--- src/rtl/dsp_simd2x_lane_unpack.sv ---
// Splits the packed 48-bit SIMD 2x DSP result into two signed lanes, then rounds,
// scales and clamps each lane to uint8. Also keeps saturating per-lane saturation counters.
module dsp_simd2x_lane_unpack #(
   parameter int LANE_SHIFT = 18,
   parameter int FRAC_BITS  = 7,
   parameter int CNT_W      = 16
) (
   input  logic             clk,
   input  logic             dsp_reset,
   input  logic             clken,
   input  logic             din_valid,
   input  logic [47:0]      din,
   input  logic             cnt_clear,
   output logic             dout_valid,
   output logic [7:0]       pix0,
   output logic [7:0]       pix1,
   output logic [3:0]       sat_flags,
   output logic [CNT_W-1:0] ovf_cnt0,
   output logic [CNT_W-1:0] ovf_cnt1,
   output logic [CNT_W-1:0] unf_cnt0,
   output logic [CNT_W-1:0] unf_cnt1
);
   localparam int L0W = LANE_SHIFT;
   localparam int L1W = 48 - LANE_SHIFT + 1;
   localparam int LW  = (L1W > L0W) ? L1W : L0W;
   localparam int RW  = LW + 1;
   localparam logic signed [RW-1:0] HALF    = RW'(2 ** (FRAC_BITS - 1));
   localparam logic signed [RW-1:0] PIX_MAX = RW'(255);

   logic [2:0]       valid_reg;
   logic [7:0]       pix_all [2];
   logic [1:0]       sat_all [2];
   logic [1:0]       sat_now [2];
   logic [CNT_W-1:0] cnt_all [4];

   always_ff @(posedge clk) begin
      if (dsp_reset)
         valid_reg <= '0;
      else if (clken)
         valid_reg <= {valid_reg[1:0], din_valid};
   end

   // Both lanes share one sign-extended width from S1 on, so S2/S3 are identical per lane.
   for (genvar gi = 0; gi < 2; gi++) begin : g_lane
      logic signed [LW-1:0] lane_next;
      logic signed [LW-1:0] lane_reg;
      logic signed [RW-1:0] sum;
      logic signed [RW-1:0] rnd_reg;
      logic                 unf;
      logic                 ovf;
      logic [7:0]           pix_reg;
      logic [1:0]           sat_reg;

      if (gi == 0) begin : g_l0
         assign lane_next = LW'($signed(din[L0W-1:0]));
      end else begin : g_l1
         // Lane 0's sign borrowed one from the upper field when the two were summed.
         assign lane_next = LW'($signed(din[47:LANE_SHIFT]))
                          + LW'($signed({1'b0, din[LANE_SHIFT-1]}));
      end

      assign sum = RW'(lane_reg) + HALF;
      assign unf = rnd_reg[RW-1];
      assign ovf = !unf && (rnd_reg > PIX_MAX);

      always_ff @(posedge clk) begin
         if (dsp_reset) begin
            lane_reg <= '0;
            rnd_reg  <= '0;
            pix_reg  <= '0;
            sat_reg  <= '0;
         end else if (clken) begin
            lane_reg <= lane_next;
            rnd_reg  <= sum >>> FRAC_BITS;
            pix_reg  <= unf ? 8'd0 : (ovf ? 8'd255 : rnd_reg[7:0]);
            sat_reg  <= {ovf, unf};
         end
      end

      assign pix_all[gi] = pix_reg;
      assign sat_all[gi] = sat_reg;
      assign sat_now[gi] = {ovf, unf};
   end

   // Counter gi tracks flag bit gi of sat_flags: unf0, ovf0, unf1, ovf1.
   for (genvar gi = 0; gi < 4; gi++) begin : g_cnt
      logic [CNT_W-1:0] cnt_reg;
      logic             hit;

      assign hit = valid_reg[1] && sat_now[gi / 2][gi % 2];

      always_ff @(posedge clk) begin
         if (dsp_reset || cnt_clear)
            cnt_reg <= '0;
         else if (clken && hit && (cnt_reg != '1))
            cnt_reg <= cnt_reg + CNT_W'(1);
      end

      assign cnt_all[gi] = cnt_reg;
   end

   assign dout_valid = valid_reg[2];
   assign pix0       = pix_all[0];
   assign pix1       = pix_all[1];
   assign sat_flags  = {sat_all[1], sat_all[0]};
   assign unf_cnt0   = cnt_all[0];
   assign ovf_cnt0   = cnt_all[1];
   assign unf_cnt1   = cnt_all[2];
   assign ovf_cnt1   = cnt_all[3];

endmodule

--- config.mk ---
export PLATFORM = sky130hd
export DESIGN_NAME = dsp_simd2x_lane_unpack
export DESIGN_NICKNAME = d
export VERILOG_FILES = /design/src/rtl/dsp_simd2x_lane_unpack.sv
export SDC_FILE = /design/constraint.sdc
export NUM_CORES = 1
export LEC_CHECK = 0
export ABC_CLOCK_PERIOD_IN_PS = 1640
export CORE_MARGIN = 8
export CORE_UTILIZATION = 41
export CTS_CLUSTER_DIAMETER = 60
export DETAILED_ROUTE_END_ITERATION = 12
export HOLD_SLACK_MARGIN = 0.08
export PLACE_DENSITY = 0.7
export SLEW_MARGIN = 15
export SYNTH_ARGS = -nofsm -noshare
export SYNTH_HDL_FRONTEND = slang
export SYNTH_SLANG_ARGS = --single-unit
--- constraint.sdc ---
create_clock -name clk -period 1.64 [get_ports clk]
set_clock_uncertainty 0.05 [all_clocks]
set_input_delay 0.164 -clock clk [delete_from_list [all_inputs] [get_ports clk]]
set_output_delay 0.164 -clock clk [all_outputs]
set_load 0.01 [all_outputs]
==> metrics.md <==
| Metric | Value |
|---|---|
| Status | finished, violations left |
| Failing checks | setup timing |
| Fin area | 11400 um2 |
| Clk buf depth | 2 |
| DR pass1 iterations | 5 |
| Final Hold Fails | 0 |
| Starting Density | 41.7% |
| Fin. max-slew vios | 0 |
| Max VDD drop | 0.000667 V |
| CTS tree | yes |
| Pwr/cell area | 799 nW/um2 |
| First-pass GRT wire length | 33200 um |
| Post-synth top flop | dfxtp_1 |
| Post-DP HPWL | 14600 um |
| Initial DRC Count | 340 |
| GRT Total Usage | 16.6% |
| Die area | 23600 um2 |
| Post-synthesis sequential area ratio | 41.5% |
| DRC errors left | 0 |
| Worst skew pair latency | 0.42 ns |
| CP required | 1.94 ns |
| Number of buffers created by CTS | 17 |
| Placed cell area | 10400 um2 |
| Post-synth top area share | 41.5% |
| Synthesized net count | 957 |
| Leakage power | 4.83 nW |
| Finish-stage setup viols | 4 |
| H-Tree Depth | 4 |
| Final period utilization | 102% |
| Gate Count Post-Synth | 898 |
| EDFF count, synth | 0 |
| Area grow syn2layout | 46.0% |
| Cell Area, Synth | 7770 um2 |
| DR vias/cell | 5.16 |
| Row count | 50 |
| Antenna cells | 0 |
| Asr flop ratio synth | 0% |
| FF+latch area | 3270 um2 |
| Synth Warn # | 0 |
| Synth cell types | 57 |
| Core ar. | 18600 um2 |
| Max_slew headroom | 72.9% |
| Wire per inst | 14.3 um |
| Via count | 7223 |
| Maxcap violations | 0 |
| Layout cell share with drive strength beyond 1 | 25.0% |
| Vias in the first global route | 6877 |
| RSZ-0062 raised after global routing | yes |
| Die Span Y | 154 um |
| Commonest cells post-synth | dfxtp_1, nor2_1, a211oi_1 |
| Synth top area cells | dfxtp_1, nor2_1, a211oi_1 |
| Crit Path Max Fanout | 4 |
| Worst-margin pin slew | 0.406 ns |
| Nets | 1213 |
| Setup Crit Path Kind | flop to flop |
| WL final | 20100 um |
| Syn avg cell area | 8.66 um2 |
| CP arrival | 1.97 ns |
| Die W | 154 um |
| Crit path time final | 1.66 ns |
| Filler cells | 1637 |
| Synthesized flop and latch total | 161 |
| Cell with the most instances after synthesis | dfxtp_1 |
| Crit start category | flop |
| Layout Utilization | 60.9% |
| HP Class | input port to flop |
| Grt total ovfl | 0 |
| Clock transition at path regs | 0.06 ns |
| Setup WS post-layout | -0.0249 ns |
| GPL Wtd Cong | 0.843 |
| Area leader, netlist | dfxtp_1 |
| Post-route antenna net violation count | 0 |
| Fmax | 601 MHz |
| Root Buffer | clkbuf_16 |
| Count of input and output buffers | 131 |
| I/O pin total | 138 |
| Crit end category | flop |
| Largest net degree at the start of global routing | 82 |
| Power Total | 9.07 mW |
| Clock sink count | 161 |
| Area occupied by multi-input gates | 4580 um2 |
| Antenna violations before repair | 0 |
[worst paths after layout]
path	depth (start not counted)	slack [ns]	start	to
setup / recovery	5	-0.02	ovf_cnt1[6]$_SDFFE_PP0P_	ovf_cnt1[15]$_SDFFE_PP0P_
hold / removal	3	0.12	clken	g_lane[0].rnd_reg[5]$_SDFFE_PP0P_
setup reg to reg	5	-0.02	ovf_cnt1[6]$_SDFFE_PP0P_	ovf_cnt1[15]$_SDFFE_PP0P_
hold reg to reg	2	0.42	g_lane[0].sat_reg[1]$_SDFFE_PP0P_	g_lane[0].sat_reg[1]$_SDFFE_PP0P_
[per-layer routing]
metal,track usage [%],vias up,wire (um),part of all wire (%)
li1,-,3748,-,-
met1,20.8,3333,9290,46
met2,28.3,126,9940,49
met3,3.73,16,688,3.4
met4,4.39,0,163,0.81
met5,0,-,0,0
[area by class of cell]
type                    count  area share (%)
multi-input cells         673            40.3
flip-flops and latches    161            28.8
repair buffers            295            22.9
clock buffers              19            3.99
well taps                 234            2.58
clock inverters            13            1.19
inverters                   6           0.198
[kinds of logic (layout without fill, tap and decap cells)]
| family | after synthesis | count (layout) | share of synthesized area [%] |
|---|---|---|---|
| simple gates | 411 | 411 | 28.1 |
| flops | 161 | 161 | 41.5 |
| compound gates | 141 | 141 | 12.4 |
| xor+xnor | 83 | 83 | 9.35 |
| buf+inv | 64 | 333 | 3.56 |
| mux | 32 | 32 | 4.14 |
| fa+ha+maj | 6 | 6 | 0.966 |
[critical path, cell delays in order (launching register included)]
cell and delay [ns]:
dfxtp_1 0.34, nand4_1 0.20, nor3_2 0.25, o211ai_1 0.16
or4_1 0.45, a21oi_2 0.15
[power breakdown]
part	switching (mW)	internal (mW)
clock	1.60	2.32
sequential	0.111	4.08
combinational	0.454	0.511
total	2.17	6.91
[layout by cell type (no fill, tap or decap), types with 33 or more instances in the layout]
master,n
nor2_1,156
dlygate4sd2_1,39
xor2_1,48
nand4_1,37
a211oi_1,56
dfxtp_1,131
nand3_1,36
nand2_1,38
buf_4,157
xnor2_1,33
clkdlybuf4s50_1,71
[per-stage QoR]
stage,TNS (ns),std cells,hold WS [ns],setup slack [ns]
finish,-0.0536,1401,0.120,-0.0249
global route,-0.877,1401,0.113,-0.0998
CTS,-0.0195,1393,0.107,-0.0151
detailed placement,-6.77,1357,0.413,-0.317
global placement,-5.44,1357,0.413,-0.298
floorplan,-0.0497,898,0.261,-0.00777
[what timing repair did]
| item | in CTS | in global routing |
|---|---|---|
| gates resized for setup | 65 | 85 |
| pin swaps | 9 | 19 |
| endpoints found under the setup margin | 67 | 91 |
| setup buffers | 3 | 8 |
| hold buffers | 1 | 0 |
| endpoints found under the hold margin | 9 | 0 |
(Power assumes the default switching activity.)
